===== src/rtl/fup_prom_func_pkg.sv =====
// Shared constants and types for the 4x2 fuse-PROM function generator.
package fup_prom_func_pkg;
    localparam int FUP_DEPTH  = 4;
    localparam int FUP_WORD_W = 2;

    typedef logic [FUP_WORD_W-1:0] fup_word_t;

    // {word3, word2, word1, word0}, each word {F2, F1}: half adder
    localparam logic [FUP_DEPTH*FUP_WORD_W-1:0] FUP_HALF_ADDER_INIT = 8'b10_01_01_00;

    localparam int F1_BIT = 0;
    localparam int F2_BIT = 1;
endpackage


===== src/rtl/fup_prom_func_fuse_array.sv =====
// 4x2 fuse storage: loads INIT on reset, bits can only be cleared, lockable.
module fup_fuse_array
    import fup_prom_func_pkg::*;
#(
    parameter logic [FUP_DEPTH*FUP_WORD_W-1:0] INIT = FUP_HALF_ADDER_INIT
) (
    input  logic       clk,
    input  logic       rst,
    input  logic       prog_we_i,
    input  logic [1:0] prog_addr_i,
    input  fup_word_t  prog_blow_i,
    input  logic       lock_i,
    input  logic [1:0] rd_addr_i,
    output fup_word_t  rd_word_o,
    output logic       locked_o
);
    logic [FUP_DEPTH-1:0][FUP_WORD_W-1:0] mem_q, mem_d;
    logic                                 locked_q, locked_d;

    // Write gating uses the lock state before this edge, so a write
    // issued together with lock still lands.
    always_comb begin
        mem_d    = mem_q;
        locked_d = locked_q | lock_i;
        if (prog_we_i && !locked_q)
            mem_d[prog_addr_i] = mem_q[prog_addr_i] & ~prog_blow_i;
    end

    always_ff @(posedge clk) begin
        if (rst) begin
            mem_q    <= INIT;
            locked_q <= 1'b0;
        end else begin
            mem_q    <= mem_d;
            locked_q <= locked_d;
        end
    end

    assign rd_word_o = mem_q[rd_addr_i];
    assign locked_o  = locked_q;
endmodule


===== src/rtl/fup_prom_func.sv =====
// Two-output 2-input function generator: fuse PROM lookup with registered outputs.
module fup_prom_func
    import fup_prom_func_pkg::*;
#(
    parameter logic [7:0] INIT = FUP_HALF_ADDER_INIT
) (
    input  logic       clk,
    input  logic       rst,
    input  logic       en,
    input  logic [1:0] A,
    input  logic       prog_we,
    input  logic [1:0] prog_addr,
    input  logic [1:0] prog_blow,
    input  logic       lock,
    output logic       locked,
    output logic       F1,
    output logic       F2
);
    fup_word_t rd_word;
    fup_word_t f_q, f_d;

    fup_fuse_array #(.INIT(INIT)) u_array (
        .clk         (clk),
        .rst         (rst),
        .prog_we_i   (prog_we),
        .prog_addr_i (prog_addr),
        .prog_blow_i (prog_blow),
        .lock_i      (lock),
        .rd_addr_i   (A),
        .rd_word_o   (rd_word),
        .locked_o    (locked)
    );

    // rd_word reflects pre-edge contents, giving read-before-write.
    assign f_d = en ? rd_word : '0;

    always_ff @(posedge clk) begin
        if (rst) f_q <= '0;
        else     f_q <= f_d;
    end

    assign F1 = f_q[F1_BIT];
    assign F2 = f_q[F2_BIT];
endmodule


===== config.mk =====
export PLATFORM = sky130hd
export DESIGN_NAME = fup_prom_func
export DESIGN_NICKNAME = d
export VERILOG_FILES = /design/src/rtl/fup_prom_func_pkg.sv /design/src/rtl/fup_prom_func_fuse_array.sv /design/src/rtl/fup_prom_func.sv
export SDC_FILE = /design/constraint.sdc
export NUM_CORES = 1
export LEC_CHECK = 0
export ABC_CLOCK_PERIOD_IN_PS = 1200
export CAP_MARGIN = 20
export CORE_AREA = 2 2 39 41
export DETAILED_ROUTE_END_ITERATION = 7
export DIE_AREA = 0 0 41 43
export PLACE_DENSITY = 0.57
export SYNTH_ARGS = -nofsm -noshare
export SYNTH_HDL_FRONTEND = slang
export SYNTH_SLANG_ARGS = --single-unit

===== constraint.sdc =====
create_clock -name clk -period 1.2 [get_ports clk]
set_clock_uncertainty 0.1 [all_clocks]
set_input_delay 0.18 -clock clk [delete_from_list [all_inputs] [get_ports clk]]
set_output_delay 0.18 -clock clk [all_outputs]
set_load 0.02 [all_outputs]

==> reports/results.txt, run 1 <==
Pin placement for this block handled 14 I/O pins. For this run, design rule violations remaining after detail routing come to 0. Setup repair after global routing left no endpoint under its margin. The logs give 14 for the total number of placement rows and 11 for the clock sink total.

Combinational logic burns 13.1% of the power. The cell with the most instances after synthesis was sky130_fd_sc_hd__dfxtp_1. In this run, the clock network consumes 34.2% of the power. Clock slew seen by the registers of the worst setup and hold paths: 0.07 ns. The most area-hungry cell type in the Yosys netlist was sky130_fd_sc_hd__dfxtp_1. Including well taps, the total number of placed cells is 71.

The via count of the first global-routing pass was 348; the number of buffers inserted by hold repair at cts was 0. The number of synthesized register bits was 11. The run gives 52.8% as the sequential share of power. The logs give 0 for the number of slew-limit violations in the final report and 1 for the total number of H-tree levels.

TritonCTS built the clock tree. The number of DRC markers in iteration 0 was 1; the minimum period implied by the final worst setup slack was 1.15 ns. By area the synthesized netlist is led by sky130_fd_sc_hd__dfxtp_1 (52%), sky130_fd_sc_hd__mux4_1 (12%), sky130_fd_sc_hd__a311oi_1 (6.2%). The final layout contains 71 nets. The leakage power total was 0.000248 µW; the final clock period utilization by the worst path was 95.4%. In this run the vertical extent of the chip is 43 µm. The die covers 1760 µm². The clock tree buffer depth came out at 2. For the first-pass GRT wire length, the log shows 1430 µm. A synthesized cell averages 10.9 µm². The final core area utilization was 44.4%. The per-cell via count in the routed design is 4.87, and the effective utilization at floorplan is 30.7%. The flow ran to the end, and the final reports show no timing, DRC or antenna violations.

Buffers placed on the I/O ports in this run total 13. The tools report the worst path required time as 1.26 ns. The die extent in x came out at 41 µm. For the via count, the log shows 365. The number of antenna violations at the first check in global routing was 0. In this run the biggest area consumer among cell types represents 51.8% of the synthesized area. For this run, the number of standard cells in the final layout without fillers is 75. The run gives 0 as the yosys synthesis warning count. The count of final hold-check violations was 0; the max-cap check violation count was 0. Power spread over the standard cell area amounts to 1160 nW/µm².

The count of nets left with antenna violations once routing finished came out at 0. The run gives 223 µm² as the register area. Sorting the synthesized cells by how often they occur yields sky130_fd_sc_hd__dfxtp_1 (11), sky130_fd_sc_hd__inv_1 (5), sky130_fd_sc_hd__nor2_1 (5).

Clock latency on the worst-skew pair: 0.26 ns. The type of the worst setup path was reg2reg. The routed design has 866 µm of wire.

The filler cells instantiated in the layout total 154. Walking the worst path, the cells encountered are mux4_2 > and3_1. The growth of design area from synthesis to finish was 44.4%; the data arrival time of the worst path was 1.20 ns.

Summing all multi-input logic gate instances after layout gives 174 µm². TritonCTS created 3 clock buffers. In this run switching power makes up 22.1% of total power. Setup violations remaining at the end of the flow were counted as 0. For this design, the slowest cell found on the critical path is sky130_fd_sc_hd__mux4_2.

The critical path contains buffers and inverters numbering 0 combined. The maximum fanout along the worst path is 2, and the count of TritonRoute iterations in the first routing pass is 3. IR analysis of the VDD net gives a maximum drop of 0.639 mV. The run gives 0.873 GHz as the fmax. The post-synthesis async set-or-reset flop share is 0%. The worst setup path is launched from a register. On the critical path the largest part of the delay comes from multiplexers. The share of layout cells above drive strength 1 was 20.3%. The synthesized instance count is 39, and the maximum single-stage delay on the critical path is 0.45 ns.

The overall fraction of global-route tracks in use is 12.0%, and the antenna diode count is 0. For this run, the leading register cell type out of synthesis is sky130_fd_sc_hd__dfxtp_1. In this run the standard cell core region covers 1380 µm². The slew at the pin with the worst max-slew slack came out at 0.224 ns. Summed over all nets, the switching power comes to 158 µW. Sequential cells were found to cover 51.8% of the synthesized design area. The pin count of the biggest net entering global routing came out at 7. The logs give 425 µm² for the synthesized cell area and 659 µm for the detailed-placement wirelength estimate. The run gives 85.0% as the worst relative slew slack. The path class of the tightest hold or removal check is reg2reg. In this run, synthesis inferred 0 flip-flops with an integrated enable. After detailed routing, the average wire length per cell comes to 11.5 µm. At the end of routability-driven placement, the weighted congestion stood at 0.703. The tree is rooted in a sky130_fd_sc_hd__clkbuf_4.

The worst setup path is captured at a register. The netlist uses 13 different library cells. Synthesis produced a netlist with a net count of 50. Remaining global-route overflow: 0.

The internal portion of the total power is 558 µW.
## area by class of cell
cell class,instances,share of cell area (%)
timing repair buffer,17,24.8
clock buffer,4,4.28
inverter,5,3.05
multi-input combinational,22,28.3
sequential,11,36.3
tap,16,3.26
## state kept, by name, summed over array words and instances (netlist names)
name and cells:
f_q 2, u_array.locked_o 1, u_array.mem_q 8
## worst register-to-register path, stage by stage, from the launching register on
cell	delay, ns
sky130_fd_sc_hd__dfxtp_1	0.32
sky130_fd_sc_hd__mux4_2	0.45
sky130_fd_sc_hd__and3_1	0.18
## final timing paths
kind	startpoint	end	slack, ns	cells past startpoint
worst min register to register	u_array.mem_q[6]	u_array.mem_q[6]	0.33	2
worst max-delay path	u_array.mem_q[7]	f_q[1]	0.05	2
worst min-delay path	u_array.mem_q[6]	u_array.mem_q[6]	0.33	2
worst max register to register	u_array.mem_q[7]	f_q[1]	0.05	2
## per-stage QoR
stage	hold slack, ns	power, µW	setup TNS [ns]	instance area (µm²)	setup WS [ns]
after detailed placement	0.321	484	-1.68	601	-0.425
after global placement	0.320	484	-1.61	601	-0.425
after floorplan	0.184	420	0	425	0.0571
final	0.330	715	0	614	0.0549
after CTS	0.332	724	0	617	0.0204
after global routing	0.367	755	0	614	0.00430
## cells by family after synthesis
family / count (synthesis) / synth area share [%]
compound gates: 8 / 14.7
buf+inv: 6 / 5.59
flops: 11 / 51.8
simple gates: 12 / 15.6
mux: 2 / 12.4
## timing repair
action	in CTS	in global routing
endpoints found under the setup margin	5	4
setup buffers	0	0
resized for setup	8	6
pin swaps	0	1
## layout by cell type, fill, tap and decap left out, types with 2 or more instances in the layout
cell / count
sky130_fd_sc_hd__mux4_2: 2
sky130_fd_sc_hd__dfxtp_2: 2
sky130_fd_sc_hd__a41oi_1: 3
sky130_fd_sc_hd__and3_1: 2
sky130_fd_sc_hd__a21oi_1: 2
sky130_fd_sc_hd__buf_4: 4
sky130_fd_sc_hd__clkdlybuf4s15_1: 2
sky130_fd_sc_hd__nor2_1: 5
sky130_fd_sc_hd__dlygate4sd2_1: 2
sky130_fd_sc_hd__dfxtp_1: 9
sky130_fd_sc_hd__nand2b_1: 2
sky130_fd_sc_hd__clkdlybuf4s50_1: 8
sky130_fd_sc_hd__inv_1: 5
sky130_fd_sc_hd__clkbuf_4: 3
sky130_fd_sc_hd__a311oi_1: 3
## routing by layer
layer | share of wire (%) | GRT usage, %
met1 | 49 | 16.4
met5 | 0 | 0
met4 | 0 | 2.00
met2 | 41 | 16.6
met3 | 9.6 | 6.81
## power by group through the flow
stage / registers (µW) / logic, µW / clock network [µW]
3_5_place_dp: 386 / 98.3 / 0
2_1_floorplan: 392 / 28.5 / 0
4_1_cts: 377 / 91.9 / 255
3_3_place_gp: 386 / 98.1 / 0
5_1_grt: 379 / 102 / 274
6_report: 378 / 93.4 / 244
(Power assumes the default switching activity.)
==> inputs of run 2 (changes only) <==
- CAP_MARGIN: 20 -> default
- CTS_CLUSTER_DIAMETER: default -> 50
==> results of run 2 <==
Same layout as run 1: the final DEF is identical, and so are final timing and power.
